### src/rtl/rv_pipe_pkg.sv
// Shared widths and result-entry layout for the rv32im_zbb in-flight result pipeline.
// Entry layout, MSB first: {valid, we, pend, rd[AW], data[XLEN]}.
package rv_pipe_pkg;
  localparam int unsigned XLEN     = 32;
  localparam int unsigned AW       = 5;
  localparam int unsigned DATA_LSB = 0;
  localparam int unsigned RD_LSB   = XLEN;
  localparam int unsigned PEND_BIT = XLEN + AW;
  localparam int unsigned WE_BIT   = XLEN + AW + 1;
  localparam int unsigned VLD_BIT  = XLEN + AW + 2;
  localparam int unsigned ENT_W    = 3 + AW + XLEN;

  function automatic int unsigned ent_w(input int unsigned xlen, input int unsigned aw);
    return 3 + aw + xlen;
  endfunction
endpackage

### src/rtl/fwd_pipe_stage.sv
// One in-flight result entry: load, hold, bubble or flush, with optional load-data fill on load.
module fwd_pipe_stage
  import rv_pipe_pkg::*;
#(
  parameter int unsigned XLEN = rv_pipe_pkg::XLEN,
  parameter int unsigned AW   = rv_pipe_pkg::AW,
  parameter bit          FILL = 1'b0
) (
  input  logic                   clk,
  input  logic                   rst,
  input  logic                   load,
  input  logic                   bubble,
  input  logic                   flush,
  input  logic [XLEN+AW+2:0]     d,
  input  logic [XLEN-1:0]        fill_data,
  output logic [XLEN+AW+2:0]     q
);
  localparam int unsigned PEND = XLEN + AW;
  localparam int unsigned VLD  = XLEN + AW + 2;

  logic [XLEN+AW+2:0] nxt;

  always_comb begin
    nxt = d;
    if (FILL && d[PEND]) begin
      nxt[PEND]       = 1'b0;
      nxt[XLEN-1:0]   = fill_data;
    end
  end

  // Flush outranks load/hold; only valid is cleared, the other fields are don't-care.
  always_ff @(posedge clk or posedge rst) begin
    if (rst)         q      <= '0;
    else if (flush)  q[VLD] <= 1'b0;
    else if (load)   q      <= nxt;
    else if (bubble) q[VLD] <= 1'b0;
  end
endmodule

### src/rtl/fwd_pipe_chain.sv
// DEPTH-stage result pipeline with per-stage hold/flush, load fill and priority operand forwarding.
module fwd_pipe_chain
  import rv_pipe_pkg::*;
#(
  parameter int unsigned XLEN       = rv_pipe_pkg::XLEN,
  parameter int unsigned AW         = rv_pipe_pkg::AW,
  parameter int unsigned DEPTH      = 3,
  parameter int unsigned NUM_SRC    = 2,
  parameter int unsigned FILL_STAGE = 1
) (
  input  logic                    clk,
  input  logic                    rst,
  input  logic                    in_valid_i,
  input  logic                    in_we_i,
  input  logic                    in_pend_i,
  input  logic [AW-1:0]           in_rd_i,
  input  logic [XLEN-1:0]         in_data_i,
  output logic                    in_ready_o,
  input  logic [DEPTH-1:0]        hold_i,
  input  logic [DEPTH-1:0]        flush_i,
  input  logic [XLEN-1:0]         fill_data_i,
  input  logic [NUM_SRC*AW-1:0]   src_addr_i,
  input  logic [NUM_SRC*XLEN-1:0] src_rf_data_i,
  output logic [NUM_SRC*XLEN-1:0] src_data_o,
  output logic [NUM_SRC-1:0]      src_hit_o,
  output logic [NUM_SRC-1:0]      src_wait_o,
  output logic                    wb_we_o,
  output logic [AW-1:0]           wb_rd_o,
  output logic [XLEN-1:0]         wb_data_o
);
  localparam int unsigned EW   = ent_w(XLEN, AW);
  localparam int unsigned IW   = $clog2(DEPTH);
  localparam int unsigned RD   = XLEN;
  localparam int unsigned PEND = XLEN + AW;
  localparam int unsigned WE   = XLEN + AW + 1;
  localparam int unsigned VLD  = XLEN + AW + 2;

  logic [DEPTH-1:0] stall;
  logic [EW-1:0]    ent [DEPTH];
  logic [EW-1:0]    in_ent;

  assign in_ent     = {in_valid_i, in_we_i, in_pend_i, in_rd_i, in_data_i};
  assign in_ready_o = ~stall[0];

  for (genvar k = 0; k < DEPTH; k++) begin : g_stall
    assign stall[k] = |hold_i[DEPTH-1:k];
  end

  for (genvar k = 0; k < DEPTH; k++) begin : g_stage
    logic          load, bubble;
    logic [EW-1:0] d;
    if (k == 0) begin : g_head
      assign d      = in_ent;
      assign load   = ~stall[0];
      assign bubble = 1'b0;
    end else begin : g_body
      // A held predecessor with a free successor leaves a bubble behind it.
      assign d      = ent[k-1];
      assign load   = ~stall[k] & ~stall[k-1];
      assign bubble = ~stall[k] & stall[k-1];
    end

    fwd_pipe_stage #(
      .XLEN (XLEN),
      .AW   (AW),
      .FILL (k == FILL_STAGE)
    ) u_stage (
      .clk       (clk),
      .rst       (rst),
      .load      (load),
      .bubble    (bubble),
      .flush     (flush_i[k]),
      .d         (d),
      .fill_data (fill_data_i),
      .q         (ent[k])
    );
  end

  for (genvar p = 0; p < NUM_SRC; p++) begin : g_fwd
    logic [XLEN-1:0] fdata;
    logic            fhit, fwait;

    // Scan oldest to youngest so the lowest-index match is the one left standing.
    always_comb begin
      fdata = src_rf_data_i[p*XLEN +: XLEN];
      fhit  = 1'b0;
      fwait = 1'b0;
      for (int unsigned j = 0; j < DEPTH; j++) begin
        int unsigned s;
        s = DEPTH - 1 - j;
        if (ent[IW'(s)][VLD] && ent[IW'(s)][WE] &&
            ent[IW'(s)][RD +: AW] == src_addr_i[p*AW +: AW] &&
            src_addr_i[p*AW +: AW] != '0) begin
          fhit  = 1'b1;
          fdata = ent[IW'(s)][XLEN-1:0];
          fwait = ent[IW'(s)][PEND];
        end
      end
    end

    assign src_data_o[p*XLEN +: XLEN] = fdata;
    assign src_hit_o[p]               = fhit;
    assign src_wait_o[p]              = fwait;
  end

  assign wb_we_o   = ent[DEPTH-1][VLD] & ent[DEPTH-1][WE] & ~hold_i[DEPTH-1];
  assign wb_rd_o   = ent[DEPTH-1][RD +: AW];
  assign wb_data_o = ent[DEPTH-1][XLEN-1:0];
endmodule

### config.mk
export PLATFORM = sky130hd
export DESIGN_NAME = fwd_pipe_chain
export DESIGN_NICKNAME = d
export VERILOG_FILES = /design/src/rtl/rv_pipe_pkg.sv /design/src/rtl/fwd_pipe_stage.sv /design/src/rtl/fwd_pipe_chain.sv
export SDC_FILE = /design/constraint.sdc
export NUM_CORES = 1
export LEC_CHECK = 0
export CORE_UTILIZATION = 50
export DETAILED_ROUTE_END_ITERATION = 6
export PLACE_DENSITY = 0.87
export SETUP_SLACK_MARGIN = 0.1
export SYNTH_ARGS = -nofsm -noshare
export SYNTH_HDL_FRONTEND = slang
export SYNTH_SLANG_ARGS = --single-unit
### constraint.sdc
create_clock -name clk -period 8.1 [get_ports clk]
set_clock_uncertainty 0.2 [all_clocks]
set_input_delay 1.215 -clock clk [delete_from_list [all_inputs] [get_ports clk]]
set_output_delay 1.215 -clock clk [all_outputs]
set_load 0.02 [all_outputs]
; ---- Word level (Yosys, flattened, before mapping)
; Cells that the tools add are included.
[classes]
muxes = 23
bitwise_logic = 12
eq_ne = 7
n_reduce_logical = 24
[op_table]
columns = op, count
row1 = 32-bit two-way mux, 7
row2 = 5-bit equality test, 6
row3 = 1-bit two-way mux, 16
row4 = 1-bit logical AND, 15
row5 = 5-bit nonzero test, 2
row6 = 1-bit bitwise AND, 6
row7 = 1-bit inverter, 6
row8 = 2-bit AND reduction, 3
row9 = 3-bit nonzero test, 2
row10 = 3-bit OR reduction, 1
row11 = 2-bit != test (second input constant), 1
row12 = 2-bit OR reduction, 1
[word_totals]
elab_cells = 72
register_bits = 118
out_inout_bits = 107

; ---- Longest topological paths before layout
[logic_depth]
ltp_word = 6
mapped_depth = 7
ltp_nobuf = 5

; ---- Cells and area by module
; Synthesis repeated with hierarchy kept, for this count alone.
[unflattened]
cells_unflattened = 746
hier_area_um2 = 8029.0
[modules_own_cells]
columns = module, area_per_inst_um2, cells_per_inst, seq_area_each_um2, instances
row1 = fwd_pipe_stage at g_stage[0].u_stage ..., 1540.2, 87, 1001.0, 2
row2 = fwd_pipe_chain, 2811.4, 448, 0.0, 1
row3 = fwd_pipe_stage at g_stage[1].u_stage, 2137.0, 124, 975.9, 1

; ---- Least setup slack after synthesis
; No wires, ideal clock.
[synth_timing]
path_type = input -> output
start = input port src_addr_i[1]
end = output port src_data_o[0]
path_stages = 7
path_buffers = 2
slack_ns = 3.718
arrival_time_ns = 2.967
path_cell_list = or4_1 nor2_4 or4_1 buf_2 buf_2 a221oi_1 o21ai_0
[synth_between]
elab_chain_len = 6
elab_cells_between_ends = 13
classes_between = eq/ne: 3 / mux: 3 / reduce/logical: 7
[synth_lines]
columns = element, line_no
row1 = "start, declared", fwd_pipe_chain.sv:22  ; input logic [NUM_SRC*AW-1:0] src_addr_i,
row2 = 5-bit equality test, fwd_pipe_chain.sv:92  ; ent[IW'(s)][RD +: AW] == src_addr_i[p*AW +: AW] &&
row3 = 1-bit logical AND, fwd_pipe_chain.sv:91  ; if (ent[IW'(s)][VLD] && ent[IW'(s)][WE] &&
row4 = 1-bit logical AND, fwd_pipe_chain.sv:92
row5 = 32-bit two-way mux (2 in series), fwd_pipe_chain.sv:91
row6 = 32-bit two-way mux (*), fwd_pipe_chain.sv:91
row7 = "end, declared", fwd_pipe_chain.sv:24  ; output logic [NUM_SRC*XLEN-1:0] src_data_o,
; Every way passes the cells marked *; elsewhere a longest branch is shown, timed or not.

; ---- Worst setup path in the final report
[layout_timing]
start = input port src_addr_i[5]
end = output port src_data_o[47]
; Same word-level chain as after synthesis.

==> flow_summary.yaml <==
global_route:
  first_pass_grt_wire_length_um: 39500
  antenna_found_initial: 0
  grt_overflow: 0
  grt_max_degree: 71
  gr-usage-all-layers: 0.326
  vias_in_the_first_global_route: 7073
worst_setup_path:
  r2r-start: "g_stage[0].u_stage.q[37]$_DFFE_PP0P_"
  reg2reg_depth: 3
  reg2reg_slack_ps: 6330
  timing_worst_setup_path_type: "in2out"
  critical_path_required_ps: 6680
  critPathLaunchType: "primary input"
  regToRegEndpoint: "g_stage[1].u_stage.q[11]$_DFFE_PP0P_"
  cp_data_arrival_time_ps: 4580
  crit_path_end_kind: "primary output"
  critical_path.max_fanout: 25
sta:
  tightestPinTransition_ps: 1170
  timing.final.ws_setup_ps: 2110
  period_needed_ps: 5990
  hold_viol_final: 0
  rsz0062_at_grt: "no"
  fin_crit_sh: 0.740
  final-setup-viol-count: 0
  slew_viol_final: 0
  slew_headroom: 0.213
  final.setup.tns_ps: 0
  fin_hold_ws_ps: 314
  max_clock_freq_mhz: 167
floorplan:
  io_pins: 261
  dieHeight_um: 126
  die_w_um: 126
  initial_utilization: 0.519
  rows: 44
  core_area_sq_um: 14800
  dieArea_sq_um: 15800
yosys:
  synth_cells: 770
  synth_top_cell_by_area: "sky130_fd_sc_hd__dfrtp_1"
  synth_sequential_area_ratio: 0.385
  mappedNetlistNets: 924
  async_set_reset_flop_share_out_of_synthesis: 1.00
  yosys.cell_types.count: 36
  ys_dominant_reg_cell: "sky130_fd_sc_hd__dfrtp_1"
  post_synth_main_area_contributors: "sky130_fd_sc_hd__dfrtp_1 (39%), sky130_fd_sc_hd__mux2_2 (12%), sky130_fd_sc_hd__and2_1 (5.4%), sky130_fd_sc_hd__a221o_1 (5.0%), sky130_fd_sc_hd__a22o_1 (4.7%)"
  yosys_warnings: 0
  netlist.area_leader.share: 0.385
  synth.cell_area_sq_um: 7660
  synth_enable_flop_cells: 0
  post_synth.cell_area_avg_sq_um: 9.95
  yosys_register_bits: 118
power_and_ir_drop:
  power.total_w: 0.00253
  sequentialPowerShare: 0.382
  cellPowerDensity_nw_per_um2: 238
  worst_ir_drop_vdd_mv: 0.179
  p_clk_frac: 0.296
  swShare: 0.332
  pwr-share-comb: 0.321
  total_switching_power_w: 0.000840
  total_leakage_power_nw: 4.31
  p_int_w: 0.00169
detailed_routing:
  detailedRoute.firstIterationViolations: 587
  drc: 0
  route.vias.total: 7209
  ant_nets: 0
  route.detailed.wl_per_inst_um: 22.1
  drt-vias-per-instance: 6.24
  drt-pass1-iter-count: 6
  drt_wl_total_um: 25600
hold_path:
  min_from: "g_stage[2].u_stage.q[38]$_DFFE_PP0P_"
  min_path_cells: 1
  hold_path.class: "reg2reg"
  endpoint_with_the_worst_hold_slack: "g_stage[2].u_stage.q[38]$_DFFE_PP0P_"
cells_and_area:
  largest_register: "g_stage.u_stage.q"
  area_delta_synth_final_pct: 39.2
  registers_with_the_most_flip_flops: "g_stage.u_stage.q x118"
  antenna_cells_inserted: 0
  post_route_cells_drive_above_1_share: 0.154
  number_of_flip_flops_under_the_largest_register_name: 118
  fillerInstances: 1082
  commonest_cells_after_routing_fill_and_taps_aside: "sky130_fd_sc_hd__clkdlybuf4s50_1 (260), sky130_fd_sc_hd__dfrtp_1 (117), sky130_fd_sc_hd__mux2_2 (83)"
  finalInstanceArea_sq_um: 10700
  fin_nets: 1112
  layout.cells.most_common: "sky130_fd_sc_hd__clkdlybuf4s50_1"
clock_network:
  path_clk_slew_ps: 50
  postCtsHoldBufs: 0
  post-cts-setup-buffer-count: 0
  clk_lat_worst_skew_ps: 410
  cts_tree: "done"
  clock_tree.htree_level_count: 4
  tritoncts_num_sinks: 118
  cts_root_buffer: "sky130_fd_sc_hd__clkbuf_16"
  post_cts_resized: 0
  cts-root-to-sink-buffers: 2
  cts_buffers: 17
run:
  timing.max_cap.violations: 0
placed_design:
  post-place-ws_ps: 2170
  placement.cell_area_sq_um: 10100
  place.gp.congestion: 0.901
  post-dp-hpwl_um: 16900
  buffer_ports.inserted: 260
status:
  outcome: "finished clean"
[routing by layer]
metal,vias up,share of wire,global-route usage
met1,3511,0.39,0.405
met3,77,0.086,0.0680
met2,451,0.48,0.540
li1,3170,-,-
met5,-,0,0
met4,0,0.041,0.164
[stage by stage]
step | std cells | utilization
after CTS | 1155 | 0.723
after detailed placement | 1123 | 0.682
after global routing | 1155 | 0.723
after global placement | 1123 | 0.682
after floorplan | 770 | -
final | 1155 | 0.723
[logic make-up after synthesis]
kind of cell / synth area share
AO/OA/AOI/OAI: 0.212
XOR/XNOR: 0.0343
buffers and inverters: 0.0860
flip-flops: 0.385
multiplexers: 0.165
AND/OR/NAND/NOR: 0.118
[layout make-up]
cell class	count	area [sq um]	share of cell area
Clock inverter	8	95.1	0.00892
Inverter	14	55.1	0.00516
Sequential cell	118	2950	0.277
Clock buffer	24	502	0.0470
Tap cell	184	230	0.0216
Multi-Input combinational cell	533	4120	0.386
Timing Repair Buffer	274	2710	0.254
[synth_stat cells, drive strengths merged (23+ instances only)]
library cell    n
nand2          28
a221o          41
mux2           83
a221oi         23
and2           66
a21oi          60
mux2i          33
xnor2          24
clkbuf         49
o21ai          47
dfrtp         118
buf            56
nor2           40
a22o           41
[worst max-delay path, cell delays in order]
cell and delay, ps:
sky130_fd_sc_hd__clkdlybuf4s50_1 640, sky130_fd_sc_hd__xnor2_1 160, sky130_fd_sc_hd__nand4_1 190, sky130_fd_sc_hd__nor4_4 920, sky130_fd_sc_hd__buf_4 460, sky130_fd_sc_hd__a221oi_1 80, sky130_fd_sc_hd__o21ai_0 240, sky130_fd_sc_hd__clkdlybuf4s50_1 650
[worst max-delay path by stage]
stage	from	endpoint	slack [ps]	cells after the start
after floorplan	rst	g_stage[0].u_stage.q[0]$_DFFE_PP0P_	3560	1
after global placement	src_addr_i[1]	src_data_o[18]	2260	7
after detailed placement	src_addr_i[5]	src_data_o[47]	2170	8
after CTS	src_addr_i[5]	src_data_o[47]	2160	8
after global routing	src_addr_i[5]	src_data_o[47]	1940	8
final	src_addr_i[5]	src_data_o[47]	2110	8
[power by group through the flow]
stage | Sequential, W | Clock (W) | Combinational, W
floorplan | 0.000897 | 0 | 0.000576
global placement | 0.000962 | 0 | 0.000793
detailed placement | 0.000969 | 0 | 0.000810
CTS | 0.000962 | 0.000758 | 0.000816
global route | 0.000993 | 0.000789 | 0.000862
finish | 0.000968 | 0.000751 | 0.000814
Power figures use the tool's default switching activity.
